## config.mk

```make
export PLATFORM = sky130hd
export DESIGN_NAME = uvmt_cv32e40x_sl_trigger_match_tracker_flat
export DESIGN_NICKNAME = d
export VERILOG_FILES = /design/src/rtl/uvmt_cv32e40x_sl_trigger_match_tracker_if.sv /design/src/rtl/uvmt_cv32e40x_sl_trigger_match_tracker.sv /design/src/flat_wrapper.sv
export SDC_FILE = /design/constraint.sdc
export NUM_CORES = 1
export LEC_CHECK = 0
export ABC_AREA = 1
export BUFFER_PORTS_ARGS = -buffer_cell sky130_fd_sc_hd__buf_2
export CAP_MARGIN = 10
export CORE_ASPECT_RATIO = 0.9
export CORE_UTILIZATION = 49
export DETAILED_ROUTE_END_ITERATION = 6
export PLACE_DENSITY_LB_ADDON = 0.15
export SYNTH_ARGS = -nofsm -noshare
export SYNTH_HDL_FRONTEND = slang
export SYNTH_SLANG_ARGS = --single-unit
```

## constraint.sdc

```tcl
create_clock -name clk_i -period 2.8 [get_ports clk_i]
set_input_delay 0.56 -clock clk_i [delete_from_list [all_inputs] [get_ports clk_i]]
set_output_delay 0.56 -clock clk_i [all_outputs]
set_load 0.01 [all_outputs]
```

## src/rtl/uvmt_cv32e40x_sl_trigger_match_tracker_if.sv

```systemverilog
// Connection bundle for the trigger-match tracker: trigger CSRs, memory access stream,
// retire information, and the registered match results, counters and error flags.
interface uvmt_cv32e40x_sl_trigger_match_tracker_if #(
    parameter int NUM_TRIGGERS   = 4,
    parameter int MAX_MEM_ACCESS = 13,
    parameter int CNT_W          = 16
);
    localparam int IDX_W = (MAX_MEM_ACCESS > 1) ? $clog2(MAX_MEM_ACCESS) : 1;

    logic [NUM_TRIGGERS-1:0][31:0]      tdata1_array;
    logic [NUM_TRIGGERS-1:0][31:0]      tdata2_array;
    logic                               mem_valid;
    logic [31:0]                        mem_addr;
    logic                               mem_we;
    logic                               mem_last;
    logic                               retire_valid;
    logic                               retire_has_mem;
    logic [31:0]                        retire_pc;
    logic                               retire_dbg_mode;
    logic                               retire_mmode;
    logic                               retire_umode;
    logic                               retire_exception;
    logic [4:0]                         retire_exception_cause;
    logic                               retire_clicptr;

    logic                               match_valid;
    logic [NUM_TRIGGERS-1:0]            trigger_match_execute;
    logic [NUM_TRIGGERS-1:0]            trigger_match_exception;
    logic [NUM_TRIGGERS-1:0]            trigger_match_mem;
    logic [NUM_TRIGGERS-1:0]            is_trigger_match;
    logic [IDX_W-1:0]                   mem_access_idx;
    logic [NUM_TRIGGERS-1:0][CNT_W-1:0] hit_count;
    logic                               fifo_overflow;
    logic                               fifo_underflow;
    logic                               access_overflow;

    modport master (
        output tdata1_array, tdata2_array, mem_valid, mem_addr, mem_we, mem_last,
               retire_valid, retire_has_mem, retire_pc, retire_dbg_mode, retire_mmode,
               retire_umode, retire_exception, retire_exception_cause, retire_clicptr,
        input  match_valid, trigger_match_execute, trigger_match_exception,
               trigger_match_mem, is_trigger_match, mem_access_idx, hit_count,
               fifo_overflow, fifo_underflow, access_overflow
    );

    modport slave (
        input  tdata1_array, tdata2_array, mem_valid, mem_addr, mem_we, mem_last,
               retire_valid, retire_has_mem, retire_pc, retire_dbg_mode, retire_mmode,
               retire_umode, retire_exception, retire_exception_cause, retire_clicptr,
        output match_valid, trigger_match_execute, trigger_match_exception,
               trigger_match_mem, is_trigger_match, mem_access_idx, hit_count,
               fifo_overflow, fifo_underflow, access_overflow
    );
endinterface

```

## src/rtl/uvmt_cv32e40x_sl_trigger_match_tracker.sv

```systemverilog
// Clocked trigger-match tracker: per-access load/store evaluation grouped per instruction,
// FIFO-buffered until retire, then merged with execute/exception matches and counted.
module uvmt_cv32e40x_sl_trigger_match_tracker #(
    parameter int NUM_TRIGGERS   = 4,
    parameter int MAX_MEM_ACCESS = 13,
    parameter int FIFO_DEPTH     = 4,
    parameter int CNT_W          = 16
) (
    input logic clk_i,
    input logic rst_i,
    uvmt_cv32e40x_sl_trigger_match_tracker_if.slave bus
);
    localparam int NT     = NUM_TRIGGERS;
    localparam int IDX_W  = (MAX_MEM_ACCESS > 1) ? $clog2(MAX_MEM_ACCESS) : 1;
    localparam int ACNT_W = $clog2(MAX_MEM_ACCESS + 1);
    localparam int PTR_W  = (FIFO_DEPTH > 1) ? $clog2(FIFO_DEPTH) : 1;
    localparam int FCNT_W = $clog2(FIFO_DEPTH + 1);

    function automatic logic f_is_m26(input logic [31:0] t1);
        return (t1[31:28] == 4'd2) || (t1[31:28] == 4'd6);
    endfunction

    function automatic logic f_is_etrig(input logic [31:0] t1);
        return t1[31:28] == 4'd5;
    endfunction

    function automatic logic f_cmp(input logic [3:0] mtype, input logic [31:0] val,
                                   input logic [31:0] tval);
        case (mtype)
            4'd0:    return val == tval;
            4'd2:    return val >= tval;
            4'd3:    return val < tval;
            default: return 1'b0;
        endcase
    endfunction

    // The M/U bit positions differ between address/data and exception triggers.
    function automatic logic f_mode_ok(input logic [31:0] t1, input logic mm, input logic um);
        if (f_is_m26(t1))   return (mm & t1[6]) | (um & t1[3]);
        if (f_is_etrig(t1)) return (mm & t1[9]) | (um & t1[6]);
        return 1'b0;
    endfunction

    logic [NT-1:0]            r_acc_vec;
    logic [IDX_W-1:0]         r_acc_idx;
    logic [ACNT_W-1:0]        r_acc_cnt;
    logic [NT-1:0]            r_fifo_vec [FIFO_DEPTH];
    logic [IDX_W-1:0]         r_fifo_idx [FIFO_DEPTH];
    logic [PTR_W-1:0]         r_wr_ptr;
    logic [PTR_W-1:0]         r_rd_ptr;
    logic [FCNT_W-1:0]        r_fifo_cnt;
    logic                     r_match_valid;
    logic [NT-1:0]            r_exec;
    logic [NT-1:0]            r_exc;
    logic [NT-1:0]            r_mem;
    logic [NT-1:0]            r_match;
    logic [IDX_W-1:0]         r_idx;
    logic [NT-1:0][CNT_W-1:0] r_hit_count;
    logic                     r_fifo_ovf;
    logic                     r_fifo_unf;
    logic                     r_acc_ovf;

    logic                     w_acc_room;
    logic                     w_eval;
    logic [NT-1:0]            w_access_hit;
    logic [NT-1:0]            w_grp_vec;
    logic [IDX_W-1:0]         w_grp_idx;
    logic                     w_push;
    logic                     w_pop;
    logic                     w_fifo_empty;
    logic                     w_fifo_full;
    logic                     w_bypass;
    logic                     w_fifo_wr;
    logic                     w_fifo_rd;
    logic [NT-1:0]            w_pop_vec;
    logic [IDX_W-1:0]         w_pop_idx;
    logic [NT-1:0]            w_mode_ok;
    logic [NT-1:0]            w_exec;
    logic [NT-1:0]            w_exc;
    logic [NT-1:0]            w_mem;
    logic [NT-1:0]            w_match;

    // Group result including the access presented this cycle; first hit wins.
    always_comb begin
        w_acc_room   = r_acc_cnt < ACNT_W'(MAX_MEM_ACCESS);
        w_eval       = bus.mem_valid && w_acc_room;
        w_access_hit = '0;
        for (int t = 0; t < NT; t++) begin
            w_access_hit[t] = w_eval && f_is_m26(bus.tdata1_array[t])
                && (bus.mem_we ? bus.tdata1_array[t][1] : bus.tdata1_array[t][0])
                && f_cmp(bus.tdata1_array[t][10:7], bus.mem_addr, bus.tdata2_array[t]);
        end
        w_grp_vec = r_acc_vec;
        w_grp_idx = r_acc_idx;
        if ((r_acc_vec == '0) && (w_access_hit != '0)) begin
            w_grp_vec = w_access_hit;
            w_grp_idx = r_acc_cnt[IDX_W-1:0];
        end
    end

    assign w_push       = bus.mem_valid && bus.mem_last;
    assign w_pop        = bus.retire_valid && bus.retire_has_mem;
    assign w_fifo_empty = (r_fifo_cnt == '0);
    assign w_fifo_full  = (r_fifo_cnt == FCNT_W'(FIFO_DEPTH));
    assign w_bypass     = w_push && w_pop && w_fifo_empty;
    assign w_fifo_wr    = w_push && !w_bypass && (!w_fifo_full || w_pop);
    assign w_fifo_rd    = w_pop && !w_fifo_empty;

    always_comb begin
        w_pop_vec = '0;
        w_pop_idx = '0;
        if (w_bypass) begin
            w_pop_vec = w_grp_vec;
            w_pop_idx = w_grp_idx;
        end else if (w_fifo_rd) begin
            w_pop_vec = r_fifo_vec[r_rd_ptr];
            w_pop_idx = r_fifo_idx[r_rd_ptr];
        end
    end

    always_comb begin
        w_mode_ok = '0;
        w_exec    = '0;
        w_exc     = '0;
        for (int t = 0; t < NT; t++) begin
            w_mode_ok[t] = f_mode_ok(bus.tdata1_array[t], bus.retire_mmode, bus.retire_umode);
            w_exec[t] = bus.retire_valid && !bus.retire_dbg_mode && !bus.retire_clicptr
                && f_is_m26(bus.tdata1_array[t]) && w_mode_ok[t] && bus.tdata1_array[t][2]
                && f_cmp(bus.tdata1_array[t][10:7], bus.retire_pc, bus.tdata2_array[t]);
            w_exc[t] = bus.retire_valid && !bus.retire_dbg_mode
                && f_is_etrig(bus.tdata1_array[t]) && w_mode_ok[t] && bus.retire_exception
                && bus.tdata2_array[t][bus.retire_exception_cause];
        end
        if (w_exec != '0) w_exc = '0;
        w_mem   = ((w_exec != '0) || (w_exc != '0)) ? '0 : (w_pop_vec & w_mode_ok);
        w_match = w_exec | w_exc | w_mem;
    end

    // Storage has no reset; validity is tracked by the pointers and count.
    always_ff @(posedge clk_i) begin
        if (w_fifo_wr) begin
            r_fifo_vec[r_wr_ptr] <= w_grp_vec;
            r_fifo_idx[r_wr_ptr] <= w_grp_idx;
        end
    end

    always_ff @(posedge clk_i) begin
        if (rst_i) begin
            r_acc_vec     <= '0;
            r_acc_idx     <= '0;
            r_acc_cnt     <= '0;
            r_wr_ptr      <= '0;
            r_rd_ptr      <= '0;
            r_fifo_cnt    <= '0;
            r_match_valid <= 1'b0;
            r_exec        <= '0;
            r_exc         <= '0;
            r_mem         <= '0;
            r_match       <= '0;
            r_idx         <= '0;
            r_hit_count   <= '0;
            r_fifo_ovf    <= 1'b0;
            r_fifo_unf    <= 1'b0;
            r_acc_ovf     <= 1'b0;
        end else begin
            r_match_valid <= bus.retire_valid;
            r_exec        <= w_exec;
            r_exc         <= w_exc;
            r_mem         <= w_mem;
            r_match       <= w_match;
            r_idx         <= w_pop_idx;

            // Counters advance together with the match vectors they count.
            for (int t = 0; t < NT; t++) begin
                if (w_match[t] && (r_hit_count[t] != '1))
                    r_hit_count[t] <= r_hit_count[t] + CNT_W'(1);
            end

            if (w_push) begin
                r_acc_vec <= '0;
                r_acc_idx <= '0;
                r_acc_cnt <= '0;
            end else if (w_eval) begin
                r_acc_vec <= w_grp_vec;
                r_acc_idx <= w_grp_idx;
                r_acc_cnt <= r_acc_cnt + ACNT_W'(1);
            end

            if (w_fifo_wr) r_wr_ptr <= r_wr_ptr + PTR_W'(1);
            if (w_fifo_rd) r_rd_ptr <= r_rd_ptr + PTR_W'(1);
            case ({w_fifo_wr, w_fifo_rd})
                2'b10:   r_fifo_cnt <= r_fifo_cnt + FCNT_W'(1);
                2'b01:   r_fifo_cnt <= r_fifo_cnt - FCNT_W'(1);
                default: r_fifo_cnt <= r_fifo_cnt;
            endcase

            if (bus.mem_valid && !w_acc_room)           r_acc_ovf  <= 1'b1;
            if (w_push && w_fifo_full && !w_pop)        r_fifo_ovf <= 1'b1;
            if (w_pop && w_fifo_empty && !w_push)       r_fifo_unf <= 1'b1;
        end
    end

    assign bus.match_valid             = r_match_valid;
    assign bus.trigger_match_execute   = r_exec;
    assign bus.trigger_match_exception = r_exc;
    assign bus.trigger_match_mem       = r_mem;
    assign bus.is_trigger_match        = r_match;
    assign bus.mem_access_idx          = r_idx;
    assign bus.hit_count               = r_hit_count;
    assign bus.fifo_overflow           = r_fifo_ovf;
    assign bus.fifo_underflow          = r_fifo_unf;
    assign bus.access_overflow         = r_acc_ovf;

endmodule

```

## src/flat_wrapper.sv

```systemverilog
// flat-port wrapper written by rule: the top's interface ports become plain ports
module uvmt_cv32e40x_sl_trigger_match_tracker_flat 
#(
    parameter int NUM_TRIGGERS   = 4,
    parameter int MAX_MEM_ACCESS = 13,
    parameter int FIFO_DEPTH     = 4,
    parameter int CNT_W          = 16
)
  (clk_i, rst_i, bus_tdata1_array, bus_tdata2_array, bus_mem_valid, bus_mem_addr, bus_mem_we, bus_mem_last, bus_retire_valid, bus_retire_has_mem, bus_retire_pc, bus_retire_dbg_mode, bus_retire_mmode, bus_retire_umode, bus_retire_exception, bus_retire_exception_cause, bus_retire_clicptr, bus_match_valid, bus_trigger_match_execute, bus_trigger_match_exception, bus_trigger_match_mem, bus_is_trigger_match, bus_mem_access_idx, bus_hit_count, bus_fifo_overflow, bus_fifo_underflow, bus_access_overflow);
  uvmt_cv32e40x_sl_trigger_match_tracker_if #(.NUM_TRIGGERS(NUM_TRIGGERS), .MAX_MEM_ACCESS(MAX_MEM_ACCESS), .CNT_W(CNT_W)) bus_i ();
  input logic clk_i;
  input logic rst_i;
  input wire logic [$bits(bus_i.tdata1_array)-1:0] bus_tdata1_array;
  input wire logic [$bits(bus_i.tdata2_array)-1:0] bus_tdata2_array;
  input wire logic [$bits(bus_i.mem_valid)-1:0] bus_mem_valid;
  input wire logic [$bits(bus_i.mem_addr)-1:0] bus_mem_addr;
  input wire logic [$bits(bus_i.mem_we)-1:0] bus_mem_we;
  input wire logic [$bits(bus_i.mem_last)-1:0] bus_mem_last;
  input wire logic [$bits(bus_i.retire_valid)-1:0] bus_retire_valid;
  input wire logic [$bits(bus_i.retire_has_mem)-1:0] bus_retire_has_mem;
  input wire logic [$bits(bus_i.retire_pc)-1:0] bus_retire_pc;
  input wire logic [$bits(bus_i.retire_dbg_mode)-1:0] bus_retire_dbg_mode;
  input wire logic [$bits(bus_i.retire_mmode)-1:0] bus_retire_mmode;
  input wire logic [$bits(bus_i.retire_umode)-1:0] bus_retire_umode;
  input wire logic [$bits(bus_i.retire_exception)-1:0] bus_retire_exception;
  input wire logic [$bits(bus_i.retire_exception_cause)-1:0] bus_retire_exception_cause;
  input wire logic [$bits(bus_i.retire_clicptr)-1:0] bus_retire_clicptr;
  output wire logic [$bits(bus_i.match_valid)-1:0] bus_match_valid;
  output wire logic [$bits(bus_i.trigger_match_execute)-1:0] bus_trigger_match_execute;
  output wire logic [$bits(bus_i.trigger_match_exception)-1:0] bus_trigger_match_exception;
  output wire logic [$bits(bus_i.trigger_match_mem)-1:0] bus_trigger_match_mem;
  output wire logic [$bits(bus_i.is_trigger_match)-1:0] bus_is_trigger_match;
  output wire logic [$bits(bus_i.mem_access_idx)-1:0] bus_mem_access_idx;
  output wire logic [$bits(bus_i.hit_count)-1:0] bus_hit_count;
  output wire logic [$bits(bus_i.fifo_overflow)-1:0] bus_fifo_overflow;
  output wire logic [$bits(bus_i.fifo_underflow)-1:0] bus_fifo_underflow;
  output wire logic [$bits(bus_i.access_overflow)-1:0] bus_access_overflow;
  assign bus_i.tdata1_array = bus_tdata1_array;
  assign bus_i.tdata2_array = bus_tdata2_array;
  assign bus_i.mem_valid = bus_mem_valid;
  assign bus_i.mem_addr = bus_mem_addr;
  assign bus_i.mem_we = bus_mem_we;
  assign bus_i.mem_last = bus_mem_last;
  assign bus_i.retire_valid = bus_retire_valid;
  assign bus_i.retire_has_mem = bus_retire_has_mem;
  assign bus_i.retire_pc = bus_retire_pc;
  assign bus_i.retire_dbg_mode = bus_retire_dbg_mode;
  assign bus_i.retire_mmode = bus_retire_mmode;
  assign bus_i.retire_umode = bus_retire_umode;
  assign bus_i.retire_exception = bus_retire_exception;
  assign bus_i.retire_exception_cause = bus_retire_exception_cause;
  assign bus_i.retire_clicptr = bus_retire_clicptr;
  assign bus_match_valid = bus_i.match_valid;
  assign bus_trigger_match_execute = bus_i.trigger_match_execute;
  assign bus_trigger_match_exception = bus_i.trigger_match_exception;
  assign bus_trigger_match_mem = bus_i.trigger_match_mem;
  assign bus_is_trigger_match = bus_i.is_trigger_match;
  assign bus_mem_access_idx = bus_i.mem_access_idx;
  assign bus_hit_count = bus_i.hit_count;
  assign bus_fifo_overflow = bus_i.fifo_overflow;
  assign bus_fifo_underflow = bus_i.fifo_underflow;
  assign bus_access_overflow = bus_i.access_overflow;
  uvmt_cv32e40x_sl_trigger_match_tracker #(.NUM_TRIGGERS(NUM_TRIGGERS), .MAX_MEM_ACCESS(MAX_MEM_ACCESS), .FIFO_DEPTH(FIFO_DEPTH), .CNT_W(CNT_W)) u_core (.clk_i(clk_i), .rst_i(rst_i), .bus(bus_i));
endmodule
```

**Word-level counts from Yosys, hierarchy flattened**

Memory sizes are Yosys's and may differ from the RTL's. A register that Yosys moved wholly into a read port is not among the register bits.
Cells that the tools add are included.

- Equality and inequality tests: 35
- Order comparisons: 18
- Muxes and demuxes: 63
- Reduce and logical (&&, ||, !) cells: 89
- Bitwise operators: 27
- $add $sub $neg: 9

Operators by type and width:

| kind | number |
|---|---|
| $eq A32 B32 Y1 | 8 |
| $ge A32 B32 Y1 | 8 |
| $lt A32 B32 Y1 | 8 |
| $add A16 B1 Y16 const B | 4 |
| $logic_and A1 B1 Y1 | 64 |
| $ne A16 B16 Y1 const B | 4 |
| $eq A4 B2 Y1 const B | 12 |
| $mux W1 | 38 |
| $eq A4 B3 Y1 const B | 8 |
| $mux W4 | 8 |
| $pmux W1 S3 | 8 |
| $bmux W1 S5 | 4 |
| $logic_not A4 Y1 | 5 |
| $and A1 B1 Y1 | 16 |
| $reduce_bool A4 Y1 | 3 |
| $logic_not A1 Y1 | 8 |
| $mux W2 | 4 |
| $or A1 B1 Y1 | 8 |
| $or A4 B4 Y4 | 2 |
| $logic_or A1 B1 Y1 | 6 |
| $lt A5 B6 Y1 const B | 1 |
| $pmux W3 S2 | 1 |
| $add A2 B1 Y2 const B | 2 |
| $add A4 B1 Y4 const B | 1 |
| other kinds (10) | 10 |

- Memories kept: 2
- Flip-flop bits (word level): 107
- Output and inout bits: 88
- Memory bits (writable): 32
- Input bits: 337

Memories:

| memory | depth | bits a word | read ports | clocked after Yosys merged registers in | write ports | RTL line | source |
|---|---|---|---|---|---|---|---|
| u_core.r_fifo_idx | 4 | 4 | 1 | 1 | 1 | uvmt_cv32e40x_sl_trigger_match_tracker.sv:48 | `logic [IDX_W-1:0] r_fifo_idx [FIFO_DEPTH];` |
| u_core.r_fifo_vec | 4 | 4 | 1 | 1 | 1 | uvmt_cv32e40x_sl_trigger_match_tracker.sv:47 | `logic [NT-1:0] r_fifo_vec [FIFO_DEPTH];` |

**Depth between registers and ports, before layout**

- Depth after elaboration: 16
- Mapped depth: 26

**Worst setup path after synthesis**

OpenSTA, ideal clock, no wires.

- Path kind: input to register
- Start point: input bus_tdata2_array[23]
- End point: register u_core.r_hit_count (netlist bit u_core.bus.hit_count[3])
- Buffers on the path: 2
- Required time: 2,687 ps
- Setup slack: 118 ps
- Stages: 20
- Data arrival time: 2,569 ps
- Path through: inv_1 -> ha_1 -> nand2_1 -> nor2_1 -> nand2_1 -> nor3_1 -> nor3b_2 -> nand2_1 -> nand2_1 -> inv_1 -> nand2_1 -> nand2_1 -> nand2_4 -> nor2_8 -> a21oi_4 -> nand2_2 -> buf_6 -> buf_8 -> a21oi_2 -> nor2_1

- Word-level cells in the longest chain between the ends: 11
- Elaborated cells between the ends (all ways): 26
- Classes of those cells: order compare (4); eq/ne (2); mux (8); bitwise (3); reduce/logical (9)

RTL lines:

| item | RTL line | source |
|---|---|---|
| from (decl) | flat_wrapper.sv:14 | `input wire logic [$bits(bus_i.tdata2_array)-1:0] bus_tdata2_array;` |
| $lt A32 B32 Y1 (tied with other cells) | uvmt_cv32e40x_sl_trigger_match_tracker.sv:32 | `4'd3: return val < tval;` |
| $pmux W1 S3 | uvmt_cv32e40x_sl_trigger_match_tracker.sv:29 | `case (mtype)` |
| $logic_and A1 B1 Y1 | uvmt_cv32e40x_sl_trigger_match_tracker.sv:91 | `&& f_cmp(bus.tdata1_array[t][10:7], bus.mem_addr, bus.tdata2_array[t]);` |
| $reduce_bool A4 Y1 | uvmt_cv32e40x_sl_trigger_match_tracker.sv:95 | `if ((r_acc_vec == '0) && (w_access_hit != '0)) begin` |
| $logic_and A1 B1 Y1 | uvmt_cv32e40x_sl_trigger_match_tracker.sv:95 |  |
| $mux W4 | uvmt_cv32e40x_sl_trigger_match_tracker.sv:95 |  |
| $mux W4 | uvmt_cv32e40x_sl_trigger_match_tracker.sv:112 | `if (w_bypass) begin` |
| $and A4 B4 Y4 | uvmt_cv32e40x_sl_trigger_match_tracker.sv:135 | `w_mem = ((w_exec != '0) \|\| (w_exc != '0)) ? '0 : (w_pop_vec & w_mode_ok);` |
| $mux W4 | uvmt_cv32e40x_sl_trigger_match_tracker.sv:135 |  |
| $or A4 B4 Y4 (*) | uvmt_cv32e40x_sl_trigger_match_tracker.sv:136 | `w_match = w_exec \| w_exc \| w_mem;` |
| $logic_and A1 B1 Y1 (*) | uvmt_cv32e40x_sl_trigger_match_tracker.sv:175 | `if (w_match[t] && (r_hit_count[t] != '1))` |
| to (signal, indexed assignment) | uvmt_cv32e40x_sl_trigger_match_tracker.sv:176 | `r_hit_count[t] <= r_hit_count[t] + CNT_W'(1);` |
| to (decl) | uvmt_cv32e40x_sl_trigger_match_tracker.sv:58 | `logic [NT-1:0][CNT_W-1:0] r_hit_count;` |

Every way passes the cells marked *; elsewhere a longest branch is shown, timed or not. The select of a mux whose other input is x is not followed.
A chain may end at the register's enable or synchronous reset.

**Worst setup path after layout**

- Start point: input bus_retire_pc[5]
- End point: register u_core.r_hit_count (netlist bit u_core.bus.hit_count[45])

- Word-level cells in the longest chain between the ends: 10
- Elaborated cells between the ends (all ways): 28
- Classes of those cells: order compare (8); eq/ne (4); mux (6); bitwise (2); reduce/logical (8)

RTL lines:

| item | RTL line | source |
|---|---|---|
| from (decl) | flat_wrapper.sv:21 | `input wire logic [$bits(bus_i.retire_pc)-1:0] bus_retire_pc;` |
| $lt A32 B32 Y1 (tied with other cells) | uvmt_cv32e40x_sl_trigger_match_tracker.sv:32 |  |
| $pmux W1 S3 | uvmt_cv32e40x_sl_trigger_match_tracker.sv:29 |  |
| $logic_and A1 B1 Y1 | uvmt_cv32e40x_sl_trigger_match_tracker.sv:129 | `&& f_cmp(bus.tdata1_array[t][10:7], bus.retire_pc, bus.tdata2_array[t]);` |
| $reduce_bool A4 Y1 | uvmt_cv32e40x_sl_trigger_match_tracker.sv:134, uvmt_cv32e40x_sl_trigger_match_tracker.sv:135 |  |
| $mux W4 | uvmt_cv32e40x_sl_trigger_match_tracker.sv:134 | `if (w_exec != '0) w_exc = '0;` |
| $reduce_bool A4 Y1 | uvmt_cv32e40x_sl_trigger_match_tracker.sv:135 |  |
| $logic_or A1 B1 Y1 | uvmt_cv32e40x_sl_trigger_match_tracker.sv:135 |  |
| $mux W4 | uvmt_cv32e40x_sl_trigger_match_tracker.sv:135 |  |
| $or A4 B4 Y4 (*) | uvmt_cv32e40x_sl_trigger_match_tracker.sv:136 |  |
| $logic_and A1 B1 Y1 (*) | uvmt_cv32e40x_sl_trigger_match_tracker.sv:175 |  |

Every way passes the cells marked *; elsewhere a longest branch is shown, timed or not.

==> results.md <==
* ANT nets after route at 0
* Number of synthesized register bits at 141
* Vias at 17845
* FF-to-FF path depth at 14
* CP peak stage delay at 0.28 ns
* Final Non-Filler Cells at 3276
* R2R setup slack at 0.07 ns
* Cells after synthesis at 2270
* Mapped Area at 0.0150 mm2
* Setup WS post-layout at -0.0650 ns
* Root Buffer: clkbuf_16
* Total CTS buffers at 17
* Final Setup Violations at 6
* WHS Path Cells at 3
* Crit path kind: primary input to flop
* GRT Overall Usage at 33.0%
* Worst slew pin tran at 0.789 ns
* # DRC at 0
* Count of pins over their slew limit at 0
* Vias in the first global route at 16346
* Syn nets at 2875
* Unrepaired setup endpoints after global routing: true
* Max-Cap Viols at 0
* Post-DP HPWL at 42.7 mm
* Crit. Startpoint: bus_retire_pc[5]
* Setup TNS at -0.146 ns
* GRT overflow at 0
* EDFF count, synth at 32
* Status: finished, violations left
* First-pass GRT wire length at 80.9 mm
* Clock Tree Buf Depth at 2
* Drt wl/cell at 17.0 um
* I/O pins at 425
* Area of the die at 0.0312 mm2
* DP Cell Count at 3212
* Initial antenna violation count at 7
* Hold buffer count at cts at 0
* FP Rows at 60
* Initial Util at 49.9%
* CTS Sinks at 141
* Worst hold path type: primary input to flop
* Data arrival, critical path at 3.17 ns
* Failing checks: setup timing
* FFs w/ async S/R, synth at 0%
* Crit-path max FO at 8
* Die height at 168 um
* Yosys warning total at 0
* CP endpoint kind: flop
* Pin count of the biggest net entering global routing at 57
* Synthesized area per cell at 6.59 um2
* Final Hold Viols at 0
* CP required at 3.10 ns
* Reg-to-reg startpoint: u_core.bus.hit_count[16]
* Fin nets at 3459
* Crit path top cell by count: nand2_2
* DP Area at 0.0188 mm2
* Initial DRT Pass Iterations at 5
* Fmax at 349 MHz
* Skew-Pair Late Insertion Delay at 0.43 ns
* Total power at 6.66 mW
* Lkg Pwr at 10.9 nW
* Yosys cell types at 53
* Slowest CP cell: nor2_8
* Final min period at 2.87 ns
* Area of the core at 0.0300 mm2
* Clk pin slew, worst setup/hold paths at 0.06 ns
* Top_reg_cell synth: dfxtp_1
* WL final at 55.6 mm
* Fraction of layout cells with a size suffix above 1 at 33.4%
* Peak supply drop at 0.000443 V
* Critical Path Sink: u_core.bus.hit_count[45]
* Pwr dens at 313 mW/mm2
* CTS tree: yes
* Post-placement setup slack at -0.522 ns
* Final hold slack at 0.386 ns
* Sequential area share after synthesis at 21.0%
* IO buf count at 348
* Worst reg2reg endpoint: u_core.bus.hit_count[29]
* Layout area overhead at 42.1%
* Worst Clk Skew at 0.00972 ns
* Critical path launch point type: primary input
* Slew headroom at 46.9%
* Final Wtd Congestion at 0.971
* DRT iter0 DRCs at 1300
* Final Util at 70.9%
* Htree depth at 4
* Chip Width at 186 um
* Avg Vias per Cell at 5.45
* Cells along the critical path: buf_4 > buf_6 > ha_4 > a21oi_2 > nor2_1 > nor2_1 > nand2_1 > nand2_1 > nand2_2 > nand2_2 > nand3_2 > nand2_2 > nand2_1 > nand2_2 > nand2_4 > nor2_8 > nand4_4 > nand2_4 > buf_12 > nand3_1 > nand2_2 > nor2_2
* Final period utilization at 102%
* Final Cell Area at 0.0213 mm2
-- timing repair --
item / 4_1_cts / 5_1_grt
pin swaps: 1 / 93
setup endpoints to repair: 79 / 85
setup buffers: 0 / 18
cloned: 0 / 9
gates resized for setup: 8 / 341
-- registers in the layout, summed over array words and instances, names as in the netlist, named ones only --
signal	flops
u_core.bus.hit_count	64
u_core.r_fifo_idx	16
u_core.r_fifo_vec	16
u_core.bus.is_trigger_match	4
u_core.bus.mem_access_idx	4
u_core.bus.trigger_match_exception	4
u_core.bus.trigger_match_execute	4
u_core.bus.trigger_match_mem	4
u_core.r_acc_cnt	4
u_core.r_acc_idx	4
u_core.r_acc_vec	4
u_core.r_fifo_cnt	3
u_core.r_rd_ptr	2
u_core.r_wr_ptr	2
u_core.bus.access_overflow	1
u_core.bus.fifo_overflow	1
u_core.bus.fifo_underflow	1
u_core.bus.match_valid	1
-- area by class of cell --
type	instances	area, um2
repair buffers	615	4020
diodes	6	15.0
well taps	403	504
fillers	2511	8700
clock inverters	14	175
clock buffers	18	429
flip-flops and latches	141	3140
inverters	324	1220
multi-input cells	1755	11700
-- cells in the mapped netlist (3+ instances only) --
master | count | share of area [%]
nand2_4 | 3 | 0.23
nand2_1 | 529 | 13
nor2_1 | 281 | 7.1
nand4_1 | 26 | 1.1
o21a_1 | 16 | 0.80
buf_4 | 8 | 0.40
o32ai_1 | 8 | 0.47
buf_1 | 4 | 0.10
a21oi_1 | 233 | 7.8
o221ai_1 | 8 | 0.47
inv_1 | 317 | 8.0
a21oi_2 | 12 | 0.70
o21ai_0 | 98 | 3.3
buf_2 | 10 | 0.33
clkbuf_1 | 19 | 0.48
inv_2 | 5 | 0.13
nor3b_1 | 7 | 0.35
o21ai_1 | 10 | 0.33
nor3_1 | 33 | 1.1
nand3_1 | 137 | 4.6
nand4_2 | 3 | 0.25
nor4_1 | 21 | 0.88
o211ai_1 | 7 | 0.35
nand2_2 | 8 | 0.33
ha_1 | 267 | 22
nand3b_1 | 8 | 0.40
a211oi_1 | 4 | 0.20
a21o_1 | 8 | 0.40
edfxtp_1 | 32 | 6.4
buf_6 | 10 | 0.75
dfxtp_1 | 109 | 15
-- where the power goes --
part | leakage, nW | switching [mW] | internal [mW]
registers | 1.18 | 0.0179 | 2.10
logic | 9.40 | 1.24 | 0.943
clock network | 0.300 | 0.880 | 1.48
total | 10.9 | 2.14 | 4.52
-- kinds of logic after synthesis --
kind of cell	count (synthesis)	synth area share, %
muxes	1	0.0669
and+or+nand+nor	1069	30.5
buffers and inverters	377	10.4
DFF	141	21.0
adders and majority gates	268	22.5
AOI/OAI and AO/OA	412	15.4
xor gates and xnor gates	2	0.117
-- worst max-delay path, delay by kind of cell --
family,cells,cell delay [ns]
fa+ha+maj,1,0.23
compound gates,1,0.11
buf+inv,3,0.44
simple gates,17,1.82
-- how the worst min path moves through the flow --
stage	start	to	slack, ns
2_1_floorplan	u_core.r_rd_ptr[1]	flop	0.44
3_3_place_gp	u_core.r_rd_ptr[1]	flop	0.45
3_5_place_dp	u_core.bus.fifo_underflow	u_core.bus.fifo_underflow	0.45
4_1_cts	bus_retire_valid	u_core.bus.match_valid	0.37
5_1_grt	bus_retire_valid	u_core.bus.match_valid	0.39
6_report	bus_retire_valid	u_core.bus.match_valid	0.39
-- layer usage --
layer,share of wire [%],global-route usage [%],vias to the layer above
met2,46,53.4,738
li1,-,-,8733
met1,44,44.5,8253
met4,3.2,11.3,2
met5,0.023,0,-
met3,7.4,4.96,119
-- placed cells by master, fill, tap and decap left out, drive strengths merged --
cell and n:
inv 324, nor2 284, nor3 33, a21o 8, o211ai 8, a221oi 1, o21a 16, clkinvlp 1
or2 2, nand3b 8, edfxtp 32, o21bai 2, clkinv 9, nand3 137, fa 1, dfxtp 109
o32ai 8, clkbuf 25, nor3b 9, bufinv 4, diode 6, a211oi 4, nand4 30, nand2 543
o21ai 108, and2 1, mux2i 1, a21oi 247, and3 2, ha 267, o221ai 8, nor4 23
xor2 2, a22o 1, a21boi 1, buf 608
No activity file was read; power rests on OpenSTA's default activity.
